===== src/rtl/ft6206_touch_target.sv =====
// FT6206 register-file emulator: an I2C target that serves two parallel touch
// points through the FT6206 register layout on an open-drain SDA line.
module ft6206_touch_target #(
  parameter logic [6:0]  I2C_ADDR    = 7'h38,
  parameter int unsigned SYNC_STAGES = 2,
  parameter logic [7:0]  CHIP_ID     = 8'h06,
  parameter logic [7:0]  VENDOR_ID   = 8'h11
) (
  input  logic        clk,
  input  logic        rst,
  input  logic        scl_i,
  input  logic        sda_i,
  output logic        sda_oe,
  input  logic        t0_valid,
  input  logic [11:0] t0_x,
  input  logic [11:0] t0_y,
  input  logic        t1_valid,
  input  logic [11:0] t1_x,
  input  logic [11:0] t1_y,
  output logic        busy,
  output logic [7:0]  reg_ptr
);

  typedef enum logic [3:0] {
    StIdle, StAddr, StAddrAck, StReg, StRegAck,
    StWdata, StWdataAck, StRdata, StRack, StWaitStop
  } state_e;

  typedef struct packed {
    logic        v0;
    logic [11:0] x0;
    logic [11:0] y0;
    logic        v1;
    logic [11:0] x1;
    logic [11:0] y1;
  } snap_t;

  logic [SYNC_STAGES-1:0] scl_sync, sda_sync;
  logic                   scl_prev, sda_prev;
  logic                   scl_s, sda_s;
  logic                   scl_rise, scl_fall, start_ev, stop_ev;

  state_e      state_q, state_d;
  logic [3:0]  cnt_q, cnt_d;
  logic [7:0]  shreg_q, shreg_d;
  logic [7:0]  ptr_q, ptr_d;
  logic        oe_q, oe_d;
  logic        busy_q, busy_d;
  logic        rw_q, rw_d;
  logic        ack_q, ack_d;
  snap_t       snap_q, snap_d;
  snap_t       live;
  logic [7:0]  first_byte;

  // Register map decode; unlisted addresses read as zero.
  function automatic logic [7:0] reg_map(input logic [7:0] ptr, input snap_t s);
    logic [1:0] count;
    count = {1'b0, s.v0} + {1'b0, s.v1};
    case (ptr)
      8'h02:   reg_map = {6'b0, count};
      8'h03:   reg_map = {(s.v0 ? 2'b10 : 2'b11), 2'b00, s.x0[11:8]};
      8'h04:   reg_map = s.x0[7:0];
      8'h05:   reg_map = {4'h0, s.y0[11:8]};
      8'h06:   reg_map = s.y0[7:0];
      8'h09:   reg_map = {(s.v1 ? 2'b10 : 2'b11), 2'b00, s.x1[11:8]};
      8'h0A:   reg_map = s.x1[7:0];
      8'h0B:   reg_map = {4'h1, s.y1[11:8]};
      8'h0C:   reg_map = s.y1[7:0];
      8'hA3:   reg_map = CHIP_ID;
      8'hA8:   reg_map = VENDOR_ID;
      default: reg_map = 8'h00;
    endcase
  endfunction

  // Synchronise SCL/SDA and keep one extra stage for edge detection.
  always_ff @(posedge clk) begin
    if (rst) begin
      scl_sync <= '1;
      sda_sync <= '1;
      scl_prev <= 1'b1;
      sda_prev <= 1'b1;
    end else begin
      scl_sync <= {scl_sync[SYNC_STAGES-2:0], scl_i};
      sda_sync <= {sda_sync[SYNC_STAGES-2:0], sda_i};
      scl_prev <= scl_sync[SYNC_STAGES-1];
      sda_prev <= sda_sync[SYNC_STAGES-1];
    end
  end

  assign scl_s    = scl_sync[SYNC_STAGES-1];
  assign sda_s    = sda_sync[SYNC_STAGES-1];
  assign scl_rise = scl_s & ~scl_prev;
  assign scl_fall = ~scl_s & scl_prev;
  assign start_ev = scl_s & scl_prev & sda_prev & ~sda_s;
  assign stop_ev  = scl_s & scl_prev & ~sda_prev & sda_s;

  assign live       = '{v0: t0_valid, x0: t0_x, y0: t0_y, v1: t1_valid, x1: t1_x, y1: t1_y};
  assign first_byte = reg_map(ptr_q, live);

  // Protocol state and datapath registers.
  always_ff @(posedge clk) begin
    if (rst) begin
      state_q <= StIdle;
      cnt_q   <= '0;
      shreg_q <= '0;
      ptr_q   <= '0;
      oe_q    <= 1'b0;
      busy_q  <= 1'b0;
      rw_q    <= 1'b0;
      ack_q   <= 1'b0;
      snap_q  <= '0;
    end else begin
      state_q <= state_d;
      cnt_q   <= cnt_d;
      shreg_q <= shreg_d;
      ptr_q   <= ptr_d;
      oe_q    <= oe_d;
      busy_q  <= busy_d;
      rw_q    <= rw_d;
      ack_q   <= ack_d;
      snap_q  <= snap_d;
    end
  end

  // Next-state logic; SDA drive only ever changes on a detected SCL fall.
  always_comb begin
    state_d = state_q;
    cnt_d   = cnt_q;
    shreg_d = shreg_q;
    ptr_d   = ptr_q;
    oe_d    = oe_q;
    busy_d  = busy_q;
    rw_d    = rw_q;
    ack_d   = ack_q;
    snap_d  = snap_q;
    if (start_ev) begin
      state_d = StAddr;
      cnt_d   = '0;
      oe_d    = 1'b0;
      ack_d   = 1'b0;
    end else if (stop_ev) begin
      state_d = StIdle;
      oe_d    = 1'b0;
      busy_d  = 1'b0;
      ack_d   = 1'b0;
    end else begin
      unique case (state_q)
        StIdle, StWaitStop: ;
        StAddr: begin
          if (scl_rise) begin
            shreg_d = {shreg_q[6:0], sda_s};
            cnt_d   = cnt_q + 4'd1;
            if (cnt_q == 4'd7) begin
              if (shreg_q[6:0] == I2C_ADDR) begin
                rw_d    = sda_s;
                busy_d  = 1'b1;
                ack_d   = 1'b0;
                state_d = StAddrAck;
              end else begin
                busy_d  = 1'b0;
                state_d = StWaitStop;
              end
            end
          end
        end
        StReg, StWdata: begin
          if (scl_rise) begin
            shreg_d = {shreg_q[6:0], sda_s};
            cnt_d   = cnt_q + 4'd1;
            if (cnt_q == 4'd7) begin
              ack_d = 1'b0;
              if (state_q == StReg) begin
                ptr_d   = {shreg_q[6:0], sda_s};
                state_d = StRegAck;
              end else begin
                ptr_d   = ptr_q + 8'd1;
                state_d = StWdataAck;
              end
            end
          end
        end
        StAddrAck, StRegAck, StWdataAck: begin
          // First fall asserts ACK, second fall ends the ACK slot.
          if (scl_fall) begin
            if (!ack_q) begin
              oe_d  = 1'b1;
              ack_d = 1'b1;
            end else begin
              ack_d = 1'b0;
              cnt_d = '0;
              if (state_q == StAddrAck && rw_q) begin
                snap_d  = live;
                oe_d    = ~first_byte[7];
                shreg_d = {first_byte[6:0], 1'b0};
                cnt_d   = 4'd1;
                state_d = StRdata;
              end else begin
                oe_d    = 1'b0;
                state_d = (state_q == StAddrAck) ? StReg : StWdata;
              end
            end
          end
        end
        StRdata: begin
          if (scl_fall) begin
            if (cnt_q == 4'd8) begin
              oe_d    = 1'b0;
              ptr_d   = ptr_q + 8'd1;
              state_d = StRack;
            end else begin
              oe_d    = ~shreg_q[7];
              shreg_d = {shreg_q[6:0], 1'b0};
              cnt_d   = cnt_q + 4'd1;
            end
          end
        end
        StRack: begin
          if (scl_rise) begin
            if (!sda_s) begin
              shreg_d = reg_map(ptr_q, snap_q);
              cnt_d   = '0;
              state_d = StRdata;
            end else begin
              state_d = StWaitStop;
            end
          end
        end
        default: state_d = StIdle;
      endcase
    end
  end

  assign sda_oe  = oe_q;
  assign busy    = busy_q;
  assign reg_ptr = ptr_q;

endmodule

===== config.mk =====
export PLATFORM = sky130hd
export DESIGN_NAME = ft6206_touch_target
export DESIGN_NICKNAME = d
export VERILOG_FILES = /design/src/rtl/ft6206_touch_target.sv
export SDC_FILE = /design/constraint.sdc
export NUM_CORES = 1
export LEC_CHECK = 0
export CAP_MARGIN = 25
export CORE_ASPECT_RATIO = 1.4
export CORE_MARGIN = 1.5
export CORE_UTILIZATION = 50
export DETAILED_ROUTE_END_ITERATION = 8
export GPL_ROUTABILITY_DRIVEN = 0
export GPL_TIMING_DRIVEN = 0
export PLACE_DENSITY = 0.77
export SLEW_MARGIN = 20
export SYNTH_ARGS = -nofsm -noshare
export SYNTH_HDL_FRONTEND = slang
export SYNTH_SLANG_ARGS = --single-unit

===== constraint.sdc =====
create_clock -name clk -period 2.4 [get_ports clk]
set_input_delay 0.48 -clock clk [delete_from_list [all_inputs] [get_ports clk]]
set_output_delay 0.48 -clock clk [all_outputs]
set_load 0.02 [all_outputs]

# ---- After elaboration in Yosys (flattened, before gate mapping)
# Index checks and enable logic that the tools add are counted.
# Widths: inputs -> output; s select.
dict set report word_totals {
  output_inout_bits 10
  elab_cells 177
  ram_bits 0
  latch_bits 0
  inputBits 54
  rom_bits 0
  regBits 84
  mem_count 0
}
dict set report classes {
  shifts 0
  order_cmp 0
  reduce_logical 25
  eq_ne 47
  n_mux 66
  add_sub_neg 4
  div_mod_pow 0
  bitwise 16
  n_mul 0
}
# cell count
set op_table {}
lappend op_table {{$pmux 8 s11} 2}
lappend op_table {{$mux 8} 13}
lappend op_table {{$mux 4} 18}
lappend op_table {{$ne 4x4->1 const B} 9}
lappend op_table {{$eq 8x4->1 const B} 4}
lappend op_table {{$pmux 8 s4} 1}
lappend op_table {{$ne 2x2->1 const B} 13}
lappend op_table {{$eq 8x3->1 const B} 3}
lappend op_table {{$mux 1} 24}
lappend op_table {{$pmux 4 s6} 1}
lappend op_table {{$eq 4x3->1 const B} 5}
lappend op_table {{$reduce_and 10->1} 2}
lappend op_table {{$eq 8x2->1 const B} 2}
lappend op_table {{$eq 8x8->1 const B} 2}
lappend op_table {{$pmux 4 s4} 1}
lappend op_table {{$pmux 8 s2} 1}
lappend op_table {{$reduce_and 7->1} 2}
lappend op_table {{$eq 4x4->1 const B} 3}
lappend op_table {{$reduce_and 6->1} 2}
lappend op_table {{$reduce_and 11->1} 1}
lappend op_table {{$reduce_bool 2->1} 5}
lappend op_table {{$not 1->1} 9}
lappend op_table {{$reduce_and 9->1} 1}
lappend op_table {{$reduce_or 3->1} 3}
lappend op_table {{other kinds (20)} 31}

# ---- Depth between registers and ports, before layout
dict set report depth {
  depth_word 8
  depth_mapped 10
  ltp_nobuf 8
}

# ---- Worst setup path after synthesis
# OpenSTA, ideal clock, no wires.
dict set report synth_timing {
  path_type {flip-flop to flip-flop}
  from {register ptr_q[0] (netlist: reg_ptr[0])}
  to {register shreg_q[0]}
  setup_ns 0.091
  t_arrival_ns 2.404
  slack_ns -0.095
  path_stages_with_launch 9
  required_time_ns 2.309
  n_path_buf 1
  period_less_slack_ns 2.495
  path_cell_list {dfxtp_1 ha_1 clkbuf_1 or3b_1 a2111o_1 a21boi_1 nor2_1 o21ai_0 a311oi_1}
}
dict set report synth_between {
  elab_chain_cells 5
  elab_cells_between_ends 15
  cone_classes {eq/ne (11); mux (4)}
}
# element line
set synth_lines {}
lappend synth_lines {{start, declared} 46} ;# logic [7:0] ptr_q, ptr_d;
lappend synth_lines {{start signal, assigned} 116} ;# ptr_q <= ptr_d;
lappend synth_lines {{$eq 8x8->1 (tied with other cells)} 59} ;# case (ptr)
lappend synth_lines {{$pmux 8 s11 (*)} 59}
lappend synth_lines {{$mux 8 (*)} 219} ;# if (!sda_s) begin
lappend synth_lines {{$mux 8 (*)} 218} ;# if (scl_rise) begin
lappend synth_lines {{$pmux 8 s4 (*)} 147} ;# unique case (state_q)
lappend synth_lines {{end signal, assigned} 115} ;# shreg_q <= shreg_d;
lappend synth_lines {{end, declared} 45} ;# logic [7:0] shreg_q, shreg_d;
# Every way passes the cells marked *; elsewhere a longest branch is shown, timed or not. The select of a mux whose other input is x is not followed.
# A chain may end at the register's enable or synchronous reset.

# ---- Final worst setup path
dict set report layout_timing {
  from {register ptr_q[1] (netlist: reg_ptr[1])}
  to {register shreg_q[1]}
}
dict set report layout_between {
  elab_chain_cells 6
  elab_cells_between_ends 19
  cone_classes {eq/ne (11); mux (8)}
}
# element line
set layout_lines {}
lappend layout_lines {{$eq 8x8->1 (tied with other cells)} 59}
lappend layout_lines {{$pmux 8 s11} 59}
lappend layout_lines {{$mux 8} 191} ;# if (state_q == StAddrAck && rw_q) begin
lappend layout_lines {{$mux 8} 185} ;# if (!ack_q) begin
lappend layout_lines {{$mux 8} 184} ;# if (scl_fall) begin
lappend layout_lines {{$pmux 8 s4 (*)} 147}
# Marks and branches as above.

==> summary.txt <==
Place
  – I/O Buffers: 62
  – Setup slack at placement: -0.567 ns
  – Hpwl dp: 12200 um

Logic synthesis
  – Post-synthesis cell area: between 4000 and 5000 sq um
  – Synth warn: 0
  – Cell variety after synth: 67
  – Synthesis-stage register bit count: 84
  – Yosys top cell area share: 0.358
  – Ys async rst share: 0
  – EDFF count, synth: 0
  – Post-synth top area cell: dfxtp_1
  – Syn Area/Cell: about 7.5 sq um
  – Top FF cell, synth: dfxtp_1
  – Net Count, Synth: 688
  – Register area share after synthesis: 0.358
  – Area contributors post-synth: dfxtp_1 (36%), nand2_1 (11%), a21oi_1 (7.9%), clkbuf_1 (3.6%), nor2_1 (3.0%)
  – Post-synthesis cell count: between 600 and 700

Cells and area
  – Core Util, Final: 0.667
  – Area grow syn2layout: 28.8%
  – Layout cells sized above 1: 0.129
  – Nets: 765
  – ANT cells: 0

Setup path
  – Worst Setup SP: reg_ptr[1]
  – Worst R2R Start: reg_ptr[1]
  – Kind of end point of the critical path: register
  – Req. time, crit path: 2.66 ns
  – Worst path arrival time: about 2.6 ns
  – Setup CP Type: register to register
  – Element type at the critical path start: register
  – Critical path peak fanout: 6

Global route
  – Largest net degree at the start of global routing: 13
  – Vias in the first global route: 5240
  – GRT Util Overall: 0.337
  – Grt total ovfl: 0
  – First-pass GRT wire length: roughly 26000 um
  – Initial antenna violation count: 0

CTS
  – CTS clk-pin slew, worst paths: 0.06 ns
  – Worst-Skew Late Latency: about 0.35 ns
  – Clk sink count: 84
  – CTS tree: yes
  – TritonCTS Buffers: 9
  – Hold buffer count at CTS: 0
  – Root Buffer: clkbuf_16
  – H-tree depth: 3
  – Max clock buf depth: 2

Die
  – FP Rows: 41
  – Starting Density: 0.518
  – I/O Pins: 64
  – Core Area: 9080 sq um
  – Die height: 118 um
  – Die W: 84.9 um
  – DIE AREA: 10000 sq um

STA
  – PnR worst setup slack: 0.0374 ns
  – Slew headroom: 0.523
  – Slew Limit Fails: 0
  – Final min period: 2.36 ns
  – Final Cycle Share: 0.984
  – Setup total negative slack: 0 ns
  – Max Freq: about 0.42 GHz
  – Final setup vio count: 0
  – Slew @ Worst Pin: 0.715 ns
  – Final hold vios: 0
  – RSZ-0062 raised after global routing: true
  – Worst Clk Skew: between 0.006 and 0.007 ns

Pwr
  – P per Cell Area: 707 nW/um^2
  – Combinational group share of total power: 0.308
  – Sw Pwr: about 1.4 mW
  – P_leak: slightly below 2 nW
  – Internal: about 2.8 mW
  – Sequential power share: 0.359
  – Clock power share: 0.334
  – Sw Ratio: 0.335
  – Max VDD drop: 0.416 mV

Routing
  – Post-detailed-route count of antenna-violating nets: 0
  – Iter 0 DRT Violations: 525
  – WL/cell: 20.7 um
  – Drt via density: ~6.6
  – Detailed-route wire length: 16800 um
  – Via count: approximately 5400
  – DRC: 0
  – Drt first pass iters: 7

Flow run
  – MaxCap Viol Count: 0

Min path
  – Min-delay worst type: register to register
  – Min-delay src: sda_sync[0]

Status
  – Status: completed
synthesized netlist by cell type, types with 9 or more instances:
master and count:
a32oi_1 14, a22oi_1 12, a222oi_1 12, a21oi_1 74
dfxtp_1 84, o21ai_0 18, nor2_1 37, inv_1 12
o22ai_1 9, nand3_1 17, nor3_1 13, a211oi_1 12
nand2_1 132, clkbuf_1 45
layout by cell type, fill, tap and decap left out, types with 6 or more instances in the layout:
cell type / count
a222oi_1: 12
clkdlybuf4s50_1: 62
dfxtp_1: 80
a22o_1: 6
buf_4: 10
a22oi_1: 12
or2_2: 8
clkbuf_2: 14
a211oi_1: 12
nor2_1: 34
a311oi_1: 6
o21ai_0: 16
a32oi_1: 12
a21oi_1: 72
mux2i_1: 8
clkbuf_16: 9
nand2_1: 130
nand3_1: 16
o22ai_1: 9
nor3_1: 12
inv_1: 10
clkbuf_1: 25
cell families (layout without fill, tap and decap cells):
kind of cell | Yosys count | in the layout | synth area share
buffers and inverters | 65 | 147 | 0.0524
adders and majority gates | 8 | 8 | 0.0213
muxes | 8 | 8 | 0.0170
xor gates and xnor gates | 1 | 1 | 0.00186
and+or+nand+nor | 257 | 257 | 0.255
AOI/OAI and AO/OA | 203 | 203 | 0.295
DFF | 84 | 84 | 0.358
cell type report:
type	instances	area, sq um
Buffer	46	233
Clock inverter	1	30.0
Sequential cell	84	1700
Fill cell	770	3030
Multi-Input combinational cell	477	2950
Timing Repair Buffer	71	688
Tap cell	107	134
Clock buffer	15	268
Inverter	14	52.6
worst paths after layout:
kind	endpoint	slack [ns]	cells past startpoint
setup reg to reg	shreg_q[1]	0.04	8
hold reg to reg	sda_sync[1]	0.41	1
setup / recovery	shreg_q[1]	0.04	8
hold / removal	sda_sync[1]	0.41	1
what timing repair did:
action,4_1_cts,5_1_grt
setup endpoints to repair,69,67
resized for setup,44,41
buffers inserted,5,4
pin swaps,7,18
routing by layer:
metal,GRT usage,part of all wire
met1,0.371,0.35
met5,0,0
met2,0.583,0.50
met4,0.233,0.066
met3,0.0498,0.080
registers in the layout (all words and copies together) (netlist names):
signal,count
busy,1
state_q,4
ack_q,1
scl_sync,2
sda_prev,1
sda_sync,2
shreg_q,8
cnt_q,4
snap_q,50
scl_prev,1
rw_q,1
reg_ptr,8
sda_oe,1
power by group through the flow:
stage          clock [mW]  sequential [mW]  combinational [mW]
6_report             1.43             1.53                1.32
2_1_floorplan           0             1.53               0.837
3_3_place_gp            0             1.55                1.12
3_5_place_dp            0             1.56                1.15
5_1_grt              1.50             1.54                1.43
4_1_cts              1.43             1.53                1.23
per-stage QoR:
step	hold slack (ns)	total power, mW	cell area [sq um]	cells
floorplan	0.389	2.37	4710	626
global placement	0.392	2.68	5460	795
detailed placement	0.401	2.71	5460	795
CTS	0.414	4.19	5920	814
global route	0.422	4.47	6050	815
finish	0.411	4.28	6050	815
critical path, stage by stage, from the launching register on:
cell	delay, ns
dfxtp_4	0.41
ha_4	0.18
or3b_1	0.37
a2111o_1	0.45
a21boi_2	0.21
nor2_4	0.18
buf_4	0.14
a22oi_1	0.05
a311oi_1	0.27
No activity file was read; power rests on OpenSTA's default activity.
